==> src/rtl/vga_pkg.sv <==
// Shared VGA timing constants and types; also used by the downstream tile mapper stage.
package vga_pkg;

  localparam int unsigned DEF_H_VISIBLE = 640;
  localparam int unsigned DEF_H_FRONT   = 16;
  localparam int unsigned DEF_H_SYNC    = 96;
  localparam int unsigned DEF_H_BACK    = 48;
  localparam int unsigned DEF_H_TOTAL   = DEF_H_VISIBLE + DEF_H_FRONT + DEF_H_SYNC + DEF_H_BACK;

  localparam int unsigned DEF_V_VISIBLE = 480;
  localparam int unsigned DEF_V_FRONT   = 10;
  localparam int unsigned DEF_V_SYNC    = 2;
  localparam int unsigned DEF_V_BACK    = 33;
  localparam int unsigned DEF_V_TOTAL   = DEF_V_VISIBLE + DEF_V_FRONT + DEF_V_SYNC + DEF_V_BACK;

  localparam int unsigned COORD_W   = 10;
  localparam int unsigned COORD_MAX = 1 << COORD_W;

  typedef logic [COORD_W-1:0] coord_t;

  typedef struct packed {
    coord_t x;
    coord_t y;
    logic   hs;
    logic   vs;
    logic   blank;
  } vga_timing_t;

  // Half-open window test: lo <= v < hi.
  function automatic logic in_window(coord_t v, coord_t lo, coord_t hi);
    return (v >= lo) && (v < hi);
  endfunction

endpackage

==> src/rtl/vga_axis_counter.sv <==
// Wrap counter for one raster axis: counts 0..TOTAL-1 while enabled, flags the last value.
module vga_axis_counter
  import vga_pkg::*;
#(
  parameter int unsigned TOTAL = DEF_H_TOTAL
) (
  input  logic   gclk,
  input  logic   grst_n,
  input  logic   en_i,
  output coord_t cnt_o,
  output logic   tc_o
);

  localparam coord_t LAST = coord_t'(TOTAL - 1);

  if (TOTAL > COORD_MAX || TOTAL < 2) begin : g_total_chk
    $error("vga_axis_counter: TOTAL must be in 2..1024");
  end

  coord_t cnt_q, cnt_d;
  logic   tc;

  assign tc = (cnt_q == LAST);

  always_comb begin
    cnt_d = cnt_q;
    if (en_i) cnt_d = tc ? '0 : cnt_q + coord_t'(1);
  end

  always_ff @(posedge gclk or negedge grst_n) begin
    if (!grst_n) cnt_q <= '0;
    else         cnt_q <= cnt_d;
  end

  assign cnt_o = cnt_q;
  // Terminal count is not gated by en_i; the vertical axis only ever sees it through the horizontal one.
  assign tc_o  = tc;

endmodule

==> src/rtl/vga_timing_gen.sv <==
// 640x480@60 raster timing: free-running h/v counters plus one register stage of decoded outputs.
module vga_timing_gen
  import vga_pkg::*;
#(
  parameter int unsigned H_VISIBLE   = DEF_H_VISIBLE,
  parameter int unsigned H_FRONT     = DEF_H_FRONT,
  parameter int unsigned H_SYNC      = DEF_H_SYNC,
  parameter int unsigned H_BACK      = DEF_H_BACK,
  parameter int unsigned V_VISIBLE   = DEF_V_VISIBLE,
  parameter int unsigned V_FRONT     = DEF_V_FRONT,
  parameter int unsigned V_SYNC      = DEF_V_SYNC,
  parameter int unsigned V_BACK      = DEF_V_BACK,
  parameter logic        SYNC_ACTIVE = 1'b0
) (
  input  logic       vga_clk,
  input  logic       reset_n,
  output logic [9:0] DrawX,
  output logic [9:0] DrawY,
  output logic       hs,
  output logic       vs,
  output logic       blank,
  output logic       line_start,
  output logic       frame_start
);

  localparam int unsigned H_TOTAL = H_VISIBLE + H_FRONT + H_SYNC + H_BACK;
  localparam int unsigned V_TOTAL = V_VISIBLE + V_FRONT + V_SYNC + V_BACK;

  if (H_TOTAL > COORD_MAX || V_TOTAL > COORD_MAX) begin : g_width_chk
    $error("vga_timing_gen: H_TOTAL and V_TOTAL must not exceed 1024");
  end

  localparam coord_t H_VIS_END = coord_t'(H_VISIBLE);
  localparam coord_t V_VIS_END = coord_t'(V_VISIBLE);
  localparam coord_t HS_START  = coord_t'(H_VISIBLE + H_FRONT);
  localparam coord_t HS_END    = coord_t'(H_VISIBLE + H_FRONT + H_SYNC);
  localparam coord_t VS_START  = coord_t'(V_VISIBLE + V_FRONT);
  localparam coord_t VS_END    = coord_t'(V_VISIBLE + V_FRONT + V_SYNC);

  localparam vga_timing_t TIMING_RST = '{
    x: '0, y: '0, hs: ~SYNC_ACTIVE, vs: ~SYNC_ACTIVE, blank: 1'b0
  };

  coord_t hc, vc;
  logic   h_tc;
  logic   v_tc_unused;

  vga_axis_counter #(.TOTAL(H_TOTAL)) u_hcnt (
    .gclk   (vga_clk),
    .grst_n (reset_n),
    .en_i   (1'b1),
    .cnt_o  (hc),
    .tc_o   (h_tc)
  );

  // Vertical advances only on the horizontal wrap, so vs naturally changes on line boundaries.
  vga_axis_counter #(.TOTAL(V_TOTAL)) u_vcnt (
    .gclk   (vga_clk),
    .grst_n (reset_n),
    .en_i   (h_tc),
    .cnt_o  (vc),
    .tc_o   (v_tc_unused)
  );

  vga_timing_t timing_d, timing_q;
  logic        line_start_d, line_start_q;
  logic        frame_start_d, frame_start_q;

  always_comb begin
    timing_d       = TIMING_RST;
    timing_d.x     = hc;
    timing_d.y     = vc;
    timing_d.blank = (hc < H_VIS_END) && (vc < V_VIS_END);
    timing_d.hs    = in_window(hc, HS_START, HS_END) ? SYNC_ACTIVE : ~SYNC_ACTIVE;
    timing_d.vs    = in_window(vc, VS_START, VS_END) ? SYNC_ACTIVE : ~SYNC_ACTIVE;
    line_start_d   = (hc == '0);
    frame_start_d  = (hc == '0) && (vc == '0);
  end

  // Every output comes from this one stage so all of them describe the same pixel.
  always_ff @(posedge vga_clk or negedge reset_n) begin
    if (!reset_n) begin
      timing_q      <= TIMING_RST;
      line_start_q  <= 1'b0;
      frame_start_q <= 1'b0;
    end else begin
      timing_q      <= timing_d;
      line_start_q  <= line_start_d;
      frame_start_q <= frame_start_d;
    end
  end

  assign DrawX       = timing_q.x;
  assign DrawY       = timing_q.y;
  assign hs          = timing_q.hs;
  assign vs          = timing_q.vs;
  assign blank       = timing_q.blank;
  assign line_start  = line_start_q;
  assign frame_start = frame_start_q;

endmodule

==> config.mk <==
export PLATFORM = sky130hd
export DESIGN_NAME = vga_timing_gen
export DESIGN_NICKNAME = d
export VERILOG_FILES = /design/src/rtl/vga_pkg.sv /design/src/rtl/vga_axis_counter.sv /design/src/rtl/vga_timing_gen.sv
export SDC_FILE = /design/constraint.sdc
export NUM_CORES = 1
export LEC_CHECK = 0
export BUFFER_PORTS_ARGS = -buffer_cell sky130_fd_sc_hd__buf_4
export CAP_MARGIN = 5
export CORE_ASPECT_RATIO = 0.75
export CORE_MARGIN = 5
export CORE_UTILIZATION = 49
export DETAILED_ROUTE_END_ITERATION = 10
export PLACE_DENSITY = 0.77
export SLEW_MARGIN = 20
export SYNTH_ARGS = -nofsm -noshare
export SYNTH_HDL_FRONTEND = slang
export SYNTH_HIERARCHICAL = 1
export SYNTH_SLANG_ARGS = --single-unit
==> constraint.sdc <==
create_clock -name vga_clk -period 2.2 [get_ports vga_clk]
set_clock_uncertainty 0.1 [all_clocks]
set_input_delay 0.33 -clock vga_clk [delete_from_list [all_inputs] [get_ports vga_clk]]
set_output_delay 0.33 -clock vga_clk [all_outputs]
set_load 0.02 [all_outputs]
* Word level (Yosys, flattened, before mapping) *
Cells that the tools add are included.

storage, ports and cells
  output and inout port bits = 25
  logic and storage cells = 29
  bits in registers = 45
  input bits = 2

cells by class
  order comparisons = 6
  add/subtract/negate cells = 2
  reduce and logical (&&, ||, !) cells = 6
  eq/ne operators = 2
  muxes and demuxes = 4

operators by type and width
  cell                                                                           count
  10-bit by 1-bit adder with 10-bit output, second input constant                2
  10-bit == test, second input constant                                          2
  10-bit logical NOT                                                             2
  10-bit less-than comparator, second input constant                             2
  10-bit by 9-bit less-than comparator with 1-bit output, second input constant  2
  10-bit 2-to-1 mux                                                              2
  10-bit >= comparator, second input constant                                    1
  10-bit by 9-bit >= comparator with 1-bit output, second input constant         1
  1-bit logical AND                                                              4
  1-bit 2-to-1 mux                                                               2

* Depth between registers and ports, before layout *
Gate-level depths: netlist of run 1.

  word-level depth = 3
  gate-level depth with buffers = 7

* Cells and area by module *
The synthesis of run 1 kept the hierarchy.

modules (own cells, without submodules)
  module                     instances  area an instance (um2)  cells each
  vga_timing_gen             1          724.4                   41
  vga_axis_counter (u_vcnt)  1          536.8                   52
  vga_axis_counter (u_hcnt)  1          511.7                   50

* Least setup slack after synthesis of run 1 *
No wires, ideal clock.

  path type = register to register
  from = register u_hcnt.cnt_q[5], in the netlist u_hcnt/cnt_o[5]
  to = register u_vcnt.cnt_q[9], in the netlist u_vcnt/cnt_o[9]
  setup slack = 0.111 ns
  stages on the path, launching flop included = 6
  data arrival time = 1.902 ns
  setup time = 0.087 ns
  cells stage by stage = dfrtp_1 > nand4bb_1 > nor4_1 > nand3_1 > or4_1 > a22oi_1

between the ends
  longest elaborated chain between the ends = 1

RTL lines
  what                    line                    RTL
  from (decl)             vga_axis_counter.sv:20  coord_t cnt_q, cnt_d;
  from (signal assigned)  vga_axis_counter.sv:32  else cnt_q <= cnt_d;
  10-bit == test          vga_axis_counter.sv:23  assign tc = (cnt_q == LAST);
  named net h_tc          vga_timing_gen.sv:45    logic h_tc;
  to (signal assigned)    vga_axis_counter.sv:32
  to (decl)               vga_axis_counter.sv:20

The timed path passes the listed nets, and every way through them passes these cells.
A chain may end at the register's enable or synchronous reset.

* Worst setup path in the final report of run 1 *
Ends and elaborated chain as after synthesis.

==> results of run 1 <==
cell usage after synthesis:
master | instances | area, um2
or3b_2 | 1 | 8.76
and3_1 | 3 | 18.8
clkbuf_1 | 1 | 3.75
xnor2_1 | 3 | 26.3
nor3_1 | 9 | 45.0
inv_1 | 5 | 18.8
dfstp_2 | 2 | 52.6
buf_2 | 1 | 5.00
and4_1 | 2 | 17.5
nand4_1 | 6 | 37.5
or2_2 | 1 | 6.26
nand3_4 | 1 | 17.5
or4b_4 | 1 | 13.8
and3_2 | 1 | 7.51
xor2_1 | 6 | 52.6
o21a_1 | 1 | 7.51
nand4bb_1 | 1 | 11.3
o22ai_1 | 2 | 12.5
o21ai_0 | 5 | 25.0
ha_1 | 3 | 37.5
nand2_1 | 10 | 37.5
dfrtp_1 | 43 | 1080
conb_1 | 1 | 3.75
nand3_1 | 7 | 35.0
nor4_1 | 4 | 25.0
mux2i_1 | 1 | 10.0
nand2b_1 | 2 | 12.5
or4_1 | 3 | 22.5
o31ai_1 | 4 | 30.0
or3_2 | 1 | 7.51
a22oi_1 | 1 | 7.51
and2_1 | 1 | 6.26
o311ai_0 | 1 | 8.76
nor3_4 | 1 | 16.3
nor2_1 | 3 | 11.3
or2b_1 | 1 | 7.51
mux2_2 | 1 | 11.3
a21oi_1 | 2 | 10.0
a2bb2oi_1 | 1 | 8.76
worst max-delay path, stage by stage, from the launching register on:
cell and delay [ps]:
dfrtp_1 400, nand4bb_4 250, nor4_2 250, buf_4 190
nand3_1 90, or4_1 540, a22oi_1 180
kinds of logic (layout without fill, tap and decap cells):
| group | Yosys count | after routing | share of synthesized area (%) |
|---|---|---|---|
| adder cells (fa/ha/maj) | 3 | 3 | 2.12 |
| buffers and inverters | 7 | 51 | 1.55 |
| AND/OR/NAND/NOR | 59 | 59 | 20.6 |
| multiplexers | 2 | 2 | 1.20 |
| XOR/XNOR | 9 | 9 | 4.45 |
| AO/OA/AOI/OAI | 17 | 17 | 6.21 |
| other | 1 | 8 | 0.212 |
| flip-flops | 45 | 45 | 63.7 |
sequential cells by signal, indices dropped and copies added, names as in the netlist:
signal / flops
DrawX: 10
DrawY: 10
u_hcnt/cnt_o: 10
u_vcnt/cnt_o: 10
blank: 1
frame_start: 1
hs: 1
line_start: 1
vs: 1
area by class of cell:
cell class	count	area, um2	share of cell area [%]
clock inverters	3	21.3	0.949
inverters	5	18.8	0.838
repair buffers	38	288	12.8
well taps	40	50.0	2.23
multi-input cells	98	666	29.7
clock buffers	5	68.8	3.07
flip-flops and latches	45	1130	50.4
layer usage:
| layer | GRT usage [%] | vias to the layer above |
|---|---|---|
| li1 | - | 610 |
| met1 | 24.0 | 640 |
| met2 | 27.6 | 66 |
| met3 | 4.18 | 9 |
| met4 | 7.60 | 0 |
| met5 | 0 | - |
power groups by stage:
stage	combinational, mW	sequential, mW	clock, mW
2_1_floorplan	0.111	1.10	0
3_3_place_gp	0.376	1.00	0
3_5_place_dp	0.388	1.02	0
4_1_cts	0.390	0.999	0.517
5_1_grt	0.424	1.02	0.555
6_report	0.394	1.00	0.506
final timing paths:
kind / start / endpoint / slack, ps / cells after the start
worst min-delay path: u_vcnt/cnt_o[9]$_DFFE_PN0P_ / DrawY[9]$_DFF_PN0_ / 410 / 0
worst min register to register: u_vcnt/cnt_o[9]$_DFFE_PN0P_ / DrawY[9]$_DFF_PN0_ / 410 / 0
max in group asynchronous: reset_n / vs$_DFF_PN1_ / 1160 / 2
worst max-delay path: u_hcnt/cnt_o[5]$_DFFE_PN0P_ / u_vcnt/cnt_o[9]$_DFFE_PN0P_ / 130 / 6
min in group asynchronous: reset_n / u_hcnt/cnt_o[3]$_DFFE_PN0P_ / 450 / 2
worst max register to register: u_hcnt/cnt_o[5]$_DFFE_PN0P_ / u_vcnt/cnt_o[9]$_DFFE_PN0P_ / 130 / 6
per-stage QoR:
step | area (um2) | hold WS (ps) | cells | setup WS (ps) | power, mW
2_1_floorplan | 1800 | -65.6 | 150 | 111 | 1.21
3_3_place_gp | 2120 | 242 | 225 | 247 | 1.38
3_5_place_dp | 2120 | 254 | 225 | 160 | 1.40
4_1_cts | 2220 | 410 | 234 | 106 | 1.91
5_1_grt | 2240 | 433 | 234 | 2.82 | 2.00
6_report | 2240 | 414 | 234 | 126 | 1.90
repair_timing:
action / 4_1_cts / 5_1_grt
endpoints found under the setup margin: 0 / 1
hold buffers: 1 / 0
gates resized for setup: 0 / 2
hold endpoints to repair: 43 / 0
layout by cell type (no fill, tap or decap), types with 4 or more instances in the layout:
| master | n |
|---|---|
| dfrtp_1 | 43 |
| buf_4 | 37 |
| nand2_1 | 10 |
| nor3_1 | 9 |
| conb_1 | 8 |
| nand3_1 | 7 |
| nand4_1 | 6 |
| xor2_1 | 6 |
| clkbuf_8 | 5 |
| inv_1 | 5 |
| o21ai_0 | 5 |
| o31ai_1 | 4 |
==> impl_metrics.tcl, run 1 <==
set metrics [dict create \
    maxCapViolCount 0 \
    worst_skew_pair.late_latency_ps 300 \
    criticalPathCategory "flop to flop" \
    syn-mean-instance-area_um2 12.4 \
    die-height_um 62.1 \
    endpoint_kind "flop" \
    floorplan.initialDensity_pct 52.5 \
    insertedDiodeCount 0 \
    floorplan.core_area_um2 3380 \
    p_sw_share_pct 30.6 \
    critical_path_required_ps 2310 \
    crit_path_max_fanout 6 \
    synth.yosys.seq_area_share_pct 63.7 \
    cellInternalPower_mw 1.32 \
    drt.antenna.violating_nets 0 \
    yosysUniqueCellTypes 39 \
    synth.cell_area_um2 1770 \
    area.growth.synth_to_final_pct 26.4 \
    power_leakage_nw 1.09 \
    wire_length_of_the_first_global_routing_pass_um 6350 \
    num_vias 1325 \
    cts_inserted_buffers 5 \
    worst_ir_drop_vdd_v 0.000437 \
    sw_power_mw 0.581 \
    syn-instance-count 143 \
    place.gp.congestion 0.835 \
    max_slew.worst_pin.slew_ps 558 \
    worstHoldPathType "flop to flop" \
    share_seq_of_total_power_pct 52.6 \
    design.portCount 27 \
    post-dp-hpwl_um 2730 \
    run_status "complete, no violations" \
    power.combinational.fraction_pct 20.7 \
    finalSetupViolCount 0 \
    clock_tree.buffer_depth 2 \
    final_layout_size_suffix_gt1_share_pct 29.4 \
    finalMaxSlewViolations 0 \
    fmax_mhz 482 \
    detailroute.wirelength.met3_um 249 \
    ys_warn_count 6 \
    power_density_cells_nw_per_um2 849 \
    power_frac_clock_pct 26.6 \
    top_signal_layer_used "met4" \
    setup_repair_after_global_routing_missed_its_margin "no" \
    row_count 18 \
    grt_pass1_vias 1267 \
    ys_seq_elements 45 \
    fillerInstances 246 \
    firstDrtPassIters 4 \
    final_period_demand_of_the_worst_path_ps 2070 \
    cts_tree "built" \
    worstPathArrival_ps 2190 \
    clk_root_buffer_cell "clkbuf_8" \
    drt_iter0_drc 168 \
    max_slew_margin_pct 62.5 \
    maximum_number_of_pins_on_one_net_before_global_route_repair 46 \
    route.detailed.drc 0 \
    port_buffers 26 \
    groute.usage.overall_pct 17.6 \
    die_area_um2 4930 \
    numClockSinks 45 \
    die_w_um 79.5 \
    hold_violations 0 \
    postLayoutCoreUtil_pct 66.3 \
    path_clk_slew_ps 90 \
    clock_tree.htree_level_count 2 \
    cts.repair_timing.setup_buffer_count 0 \
    finalCritPeriodShare_pct 94.3 \
    route.met2.wl_um 1830 \
    drt-vias-per-instance 5.66 \
    startpoint_type "flop" \
    drt_total_wl_um 3820 \
    grt_overflow_total 0 \
    grt_antenna_before_repair 0 \
    layout.nets 198 \
    average_routed_wire_per_standard_cell_um 16.3 \
    fin_tns_setup_ps 0 \
    drt-met1-wl_um 1690 \
]
Note: power is estimated with default switching activity, not from simulation.
==> run 2: changes to the inputs <==
--- a/config.mk
+++ b/config.mk
@@ -7,9 +7,10 @@
 export LEC_CHECK = 0
 export BUFFER_PORTS_ARGS = -buffer_cell sky130_fd_sc_hd__buf_4
 export CAP_MARGIN = 5
-export CORE_ASPECT_RATIO = 0.75
+export CORE_ASPECT_RATIO = 1.4
 export CORE_MARGIN = 5
 export CORE_UTILIZATION = 49
+export CTS_CLUSTER_SIZE = 40
 export DETAILED_ROUTE_END_ITERATION = 10
 export PLACE_DENSITY = 0.77
 export SLEW_MARGIN = 20
==> run 2 against run 1 <==
Against the previous run: sequential power hardly changed; via count increased by 1.4%; wire length increased by 5.1%; sequential share of layout area decreased by 0.45 points; register-to-register slack about the same; final cell count up 1.3%; critical path depth is the same; largest cell class unchanged; largest power group unchanged.
==> impl_metrics.tcl, run 2 (same netlist as run 1, synthesis figures left out) <==
set metrics [dict create \
    critical_path_buffers_and_inverters 1 \
    finalCritPeriodShare_pct 93.8 \
    die_area_um2 4940 \
    grt_antenna_before_repair 0 \
    run_status "complete, no violations" \
    drt-vias-per-instance 5.67 \
    criticalPathCategory "flop to flop" \
    groute.usage.overall_pct 18.1 \
    grt_pass1_vias 1385 \
    maximum_number_of_pins_on_one_net_before_global_route_repair 46 \
    setup_ws_ps 137 \
    grt_overflow_total 0 \
    max_slew.worst_pin.slew_ps 644 \
    maxCapViolCount 0 \
    die-height_um 81.2 \
    power_leakage_nw 1.09 \
    insertedDiodeCount 0 \
    finalSetupViolCount 0 \
    use_met2_pct 33.1 \
    fmax_mhz 485 \
    timing.hold.worst.start "u_vcnt/cnt_o[9]$_DFFE_PN0P_" \
    wire_length_of_the_first_global_routing_pass_um 6560 \
    critical_r2r_launch "u_hcnt/cnt_o[5]$_DFFE_PN0P_" \
    post-dp-hpwl_um 2780 \
    layout_common_cells "dfrtp_1 (42), buf_4 (38), nand2_1 (10)" \
    final_layout_size_suffix_gt1_share_pct 29.7 \
    layout.nets 199 \
    crit_path_max_fanout 4 \
    sw_power_mw 0.563 \
    max_slew_margin_pct 56.7 \
    die_w_um 60.8 \
    endpoint_kind "flop" \
    grt_util_met1_pct 19.4 \
    cp_slowest_cell "or4_1" \
    final_period_demand_of_the_worst_path_ps 2060 \
    numClockSinks 45 \
    path_cells "nand4bb_4 -> nor4_4 -> buf_4 -> nand3_1 -> or4_1 -> a22oi_1" \
    worst_skew_pair.late_latency_ps 290 \
    row_count 26 \
    design.portCount 27 \
    startpoint_of_the_most_critical_setup_path "u_hcnt/cnt_o[5]$_DFFE_PN0P_" \
    floorplan.core_area_um2 3580 \
    drt_total_wl_um 4010 \
    mostFrequentLayoutCell "dfrtp_1" \
    cts_inserted_buffers 5 \
    design_power_total_mw 1.91 \
    area.growth.synth_to_final_pct 27.7 \
    place_worst_setup_slack_ps 124 \
    cellInternalPower_mw 1.35 \
    power_density_cells_nw_per_um2 846 \
    placedInstanceArea_um2 2110 \
    floorplan.initialDensity_pct 49.5 \
    clk_root_buffer_cell "clkbuf_8" \
    place.detailed.instances 225 \
    clock_tree.htree_level_count 2 \
    drt.antenna.violating_nets 0 \
    drt_iter0_drc 54 \
    share_seq_of_total_power_pct 53.5 \
    finalHoldWorstSlack_ps 404 \
    cts_tree "built" \
    firstDrtPassIters 4 \
    route.detailed.drc 0 \
    hold_violations 0 \
    stdcell_count 237 \
    critical_path_required_ps 2310 \
    power_frac_clock_pct 26.8 \
    worstPathArrival_ps 2180 \
    path_clk_slew_ps 80 \
    post-route-cell-area_um2 2260 \
    crit_family "simple AND/OR/NAND/NOR gates" \
    port_buffers 26 \
    startpoint_type "flop" \
    worst_ir_drop_vdd_v 0.000517 \
    finalMaxSlewViolations 0 \
    worstHoldPathType "flop to flop" \
    place.gp.congestion 0.895 \
    top_usage_layer "met2" \
    p_sw_share_pct 29.4 \
    power.combinational.fraction_pct 19.7 \
    critical-path-max-stage-delay_ps 520 \
    groute.layer.met3.usage_pct 5.09 \
    clock_tree.buffer_depth 2 \
    num_vias 1344 \
    average_routed_wire_per_standard_cell_um 16.9 \
]
-- run 2: final cells by class --
class / instances / area [um2]
clock buffers: 8 / 90.1
flip-flops and latches: 45 / 1130
inverters: 5 / 18.8
fillers: 291 / 1320
repair buffers: 39 / 295
well taps: 42 / 52.6
multi-input cells: 98 / 677
-- run 2: path summary, 6_finish.rpt --
path / to / slack, ps / depth (start not counted)
min: DrawY[9]$_DFF_PN0_ / 400 / 0
max reg2reg: u_vcnt/cnt_o[9]$_DFFE_PN0P_ / 140 / 6
max in group asynchronous: u_hcnt/cnt_o[1]$_DFFE_PN0P_ / 1140 / 2
min reg2reg: DrawY[9]$_DFF_PN0_ / 400 / 0
min in group asynchronous: DrawX[9]$_DFF_PN0_ / 460 / 2
max: u_vcnt/cnt_o[9]$_DFFE_PN0P_ / 140 / 6
-- run 2: metrics by stage --
stage,util (%),setup TNS [ps]
3_5_place_dp,58.8,0
4_1_cts,61.6,0
6_report,63.3,0
3_3_place_gp,58.8,0
5_1_grt,63.3,-12.1
2_1_floorplan,-,0
-- run 2: timing repair --
action / 4_1_cts / 5_1_grt
gates resized for setup: 0 / 6
setup endpoints to repair: 0 / 5
endpoints found under the hold margin: 43 / 0
hold buffers: 1 / 0
buffers inserted: 0 / 3
-- run 2: per-layer routing --
| layer | vias to the layer above | wire length [um] |
|---|---|---|
| li1 | 610 | - |
| met1 | 674 | 1420 |
| met2 | 52 | 2330 |
| met3 | 8 | 203 |
| met4 | 0 | 55 |
| met5 | - | 0 |
-- run 2: power groups by stage --
| stage | Clock (mW) | Combinational [mW] | Sequential (mW) |
|---|---|---|---|
| 5_1_grt | 0.570 | 0.410 | 1.04 |
| 4_1_cts | 0.530 | 0.345 | 1.02 |
| 2_1_floorplan | 0 | 0.111 | 1.10 |
| 6_report | 0.513 | 0.378 | 1.02 |
| 3_5_place_dp | 0 | 0.341 | 1.04 |
| 3_3_place_gp | 0 | 0.330 | 1.03 |
==> run 3: changes to the inputs <==
--- a/config.mk
+++ b/config.mk
@@ -8,11 +8,10 @@
 export BUFFER_PORTS_ARGS = -buffer_cell sky130_fd_sc_hd__buf_4
 export CAP_MARGIN = 5
 export CORE_ASPECT_RATIO = 1.4
-export CORE_MARGIN = 5
 export CORE_UTILIZATION = 49
 export CTS_CLUSTER_SIZE = 40
 export DETAILED_ROUTE_END_ITERATION = 10
-export PLACE_DENSITY = 0.77
+export PLACE_DENSITY = 0.72
 export SLEW_MARGIN = 20
 export SYNTH_ARGS = -nofsm -noshare
 export SYNTH_HDL_FRONTEND = slang
==> run 3 against run 2 <==
Against the previous run: power down 1.1%; non-clock buffer count down 2; critical path type unchanged; final cell count down 1.7%; hold slack better by 4.5 ps; highest routed layer unchanged; first-iteration DRC count down 3.7%; combinational power up 12%; flip-flop and latch count unchanged; maximum frequency up 0.99%.
==> impl_metrics.tcl, run 3 (same netlist as run 1, synthesis figures left out) <==
set metrics [dict create \
    layout_common_cells "dfrtp_1 (43), buf_4 (36), nand2_1 (10)" \
    p_sw_share_pct 30.1 \
    share_seq_of_total_power_pct 52.1 \
    criticalPathCategory "flop to flop" \
    place_worst_setup_slack_ps 84.1 \
    fmax_mhz 490 \
    placedInstanceArea_um2 2110 \
    groute.usage.overall_pct 23.2 \
    path_clk_slew_ps 80 \
    die_area_um2 3870 \
    drt_total_wl_um 3710 \
    grt_antenna_before_repair 0 \
    hold_violations 0 \
    post-dp-hpwl_um 2690 \
    finalSetupViolCount 0 \
    cts_inserted_buffers 5 \
    die_w_um 52.8 \
    max_slew.worst_pin.slew_ps 576 \
    numClockSinks 45 \
    max_slew_margin_pct 61.2 \
    worst_ir_drop_vdd_v 0.000550 \
    finalHoldWorstSlack_ps 409 \
    firstDrtPassIters 4 \
    critical_path_required_ps 2320 \
    run_status "complete, no violations" \
    worstHoldPathType "flop to flop" \
    stdcell_count 233 \
    clock_tree.buffer_depth 2 \
    post-route-cell-area_um2 2220 \
    insertedDiodeCount 0 \
    final_layout_size_suffix_gt1_share_pct 28.5 \
    area.growth.synth_to_final_pct 25.4 \
    setup_ws_ps 157 \
    floorplan.core_area_um2 3410 \
    average_routed_wire_per_standard_cell_um 15.9 \
    power_leakage_nw 1.08 \
    endpoint_kind "flop" \
    finalCritPeriodShare_pct 92.8 \
    drt_iter0_drc 52 \
    design.portCount 27 \
    crit_path_max_fanout 12 \
    num_vias 1314 \
    startpoint_type "flop" \
    grt_overflow_total 0 \
    drt-vias-per-instance 5.64 \
    sw_power_mw 0.570 \
    drt.antenna.violating_nets 0 \
    row_count 25 \
    place.detailed.instances 224 \
    port_buffers 26 \
    grt_pass1_vias 1368 \
    power.combinational.fraction_pct 22.3 \
    design_power_total_mw 1.89 \
    wire_length_of_the_first_global_routing_pass_um 6350 \
    mostFrequentLayoutCell "dfrtp_1" \
    place.gp.congestion 0.828 \
    worstPathArrival_ps 2160 \
    cellInternalPower_mw 1.32 \
    fillerInstances 272 \
    cts_tree "built" \
    clock_tree.htree_level_count 2 \
    clk_root_buffer_cell "clkbuf_8" \
    route.detailed.drc 0 \
    layout.nets 197 \
    finalMaxSlewViolations 0 \
    floorplan.initialDensity_pct 52.0 \
    maxCapViolCount 0 \
    power_density_cells_nw_per_um2 852 \
    fin_tns_setup_ps 0 \
    die-height_um 73.2 \
    postLayoutCoreUtil_pct 65.2 \
    worst_skew_pair.late_latency_ps 300 \
    maximum_number_of_pins_on_one_net_before_global_route_repair 46 \
    final_period_demand_of_the_worst_path_ps 2040 \
    power_frac_clock_pct 25.6 \
]
==> run 3: worst paths after layout <==
| path | startpoint | end | slack, ps | cells after the start |
|---|---|---|---|---|
| setup / recovery | u_hcnt/cnt_o[7]$_DFFE_PN0P_ | u_vcnt/cnt_o[4]$_DFFE_PN0P_ | 160 | 6 |
| hold / removal | u_vcnt/cnt_o[9]$_DFFE_PN0P_ | DrawY[9]$_DFF_PN0_ | 410 | 0 |
| setup reg to reg | u_hcnt/cnt_o[7]$_DFFE_PN0P_ | u_vcnt/cnt_o[4]$_DFFE_PN0P_ | 160 | 6 |
| hold reg to reg | u_vcnt/cnt_o[9]$_DFFE_PN0P_ | DrawY[9]$_DFF_PN0_ | 410 | 0 |
| max in group asynchronous | reset_n | hs$_DFF_PN1_ | 1160 | 2 |
| min in group asynchronous | reset_n | u_vcnt/cnt_o[9]$_DFFE_PN0P_ | 470 | 2 |
==> run 3: metal layers <==
metal	vias up	track usage, %	wire [um]
met4	0	11.1	102
met5	-	0	0
li1	608	-	-
met3	12	5.42	163
met2	47	41.8	2080
met1	647	24.6	1370
==> run 3: final cells by class <==
type	instances	area, um2	share of cell area [%]
clock buffer	6	72.6	3.26
clock inverter	2	10.0	0.450
inverter	5	18.8	0.844
multi-input combinational	98	663	29.8
sequential	45	1130	50.8
tap	40	50.0	2.25
timing repair buffer	37	280	12.6
==> run 3: power by group through the flow <==
stage | Combinational [mW] | Clock, mW | Sequential, mW
floorplan | 0.111 | 0 | 1.10
global placement | 0.399 | 0 | 1.00
detailed placement | 0.416 | 0 | 1.00
CTS | 0.418 | 0.492 | 0.988
global route | 0.460 | 0.523 | 1.00
finish | 0.422 | 0.484 | 0.987
==> run 3: timing repair <==
item                                    in CTS  in global routing
gates resized for setup                      0                  3
setup buffers                                0                  0
endpoints found under the setup margin       0                  4
hold buffers                                 1                  0
endpoints found under the hold margin       43                  0
==> run 3: worst max-delay path, stage by stage, from the launching register on <==
cell       delay (ps)
dfrtp_1           390
nand4bb_1         280
nor4_4            290
buf_4             220
nand4_1           200
or2_2             330
o21ai_0           150
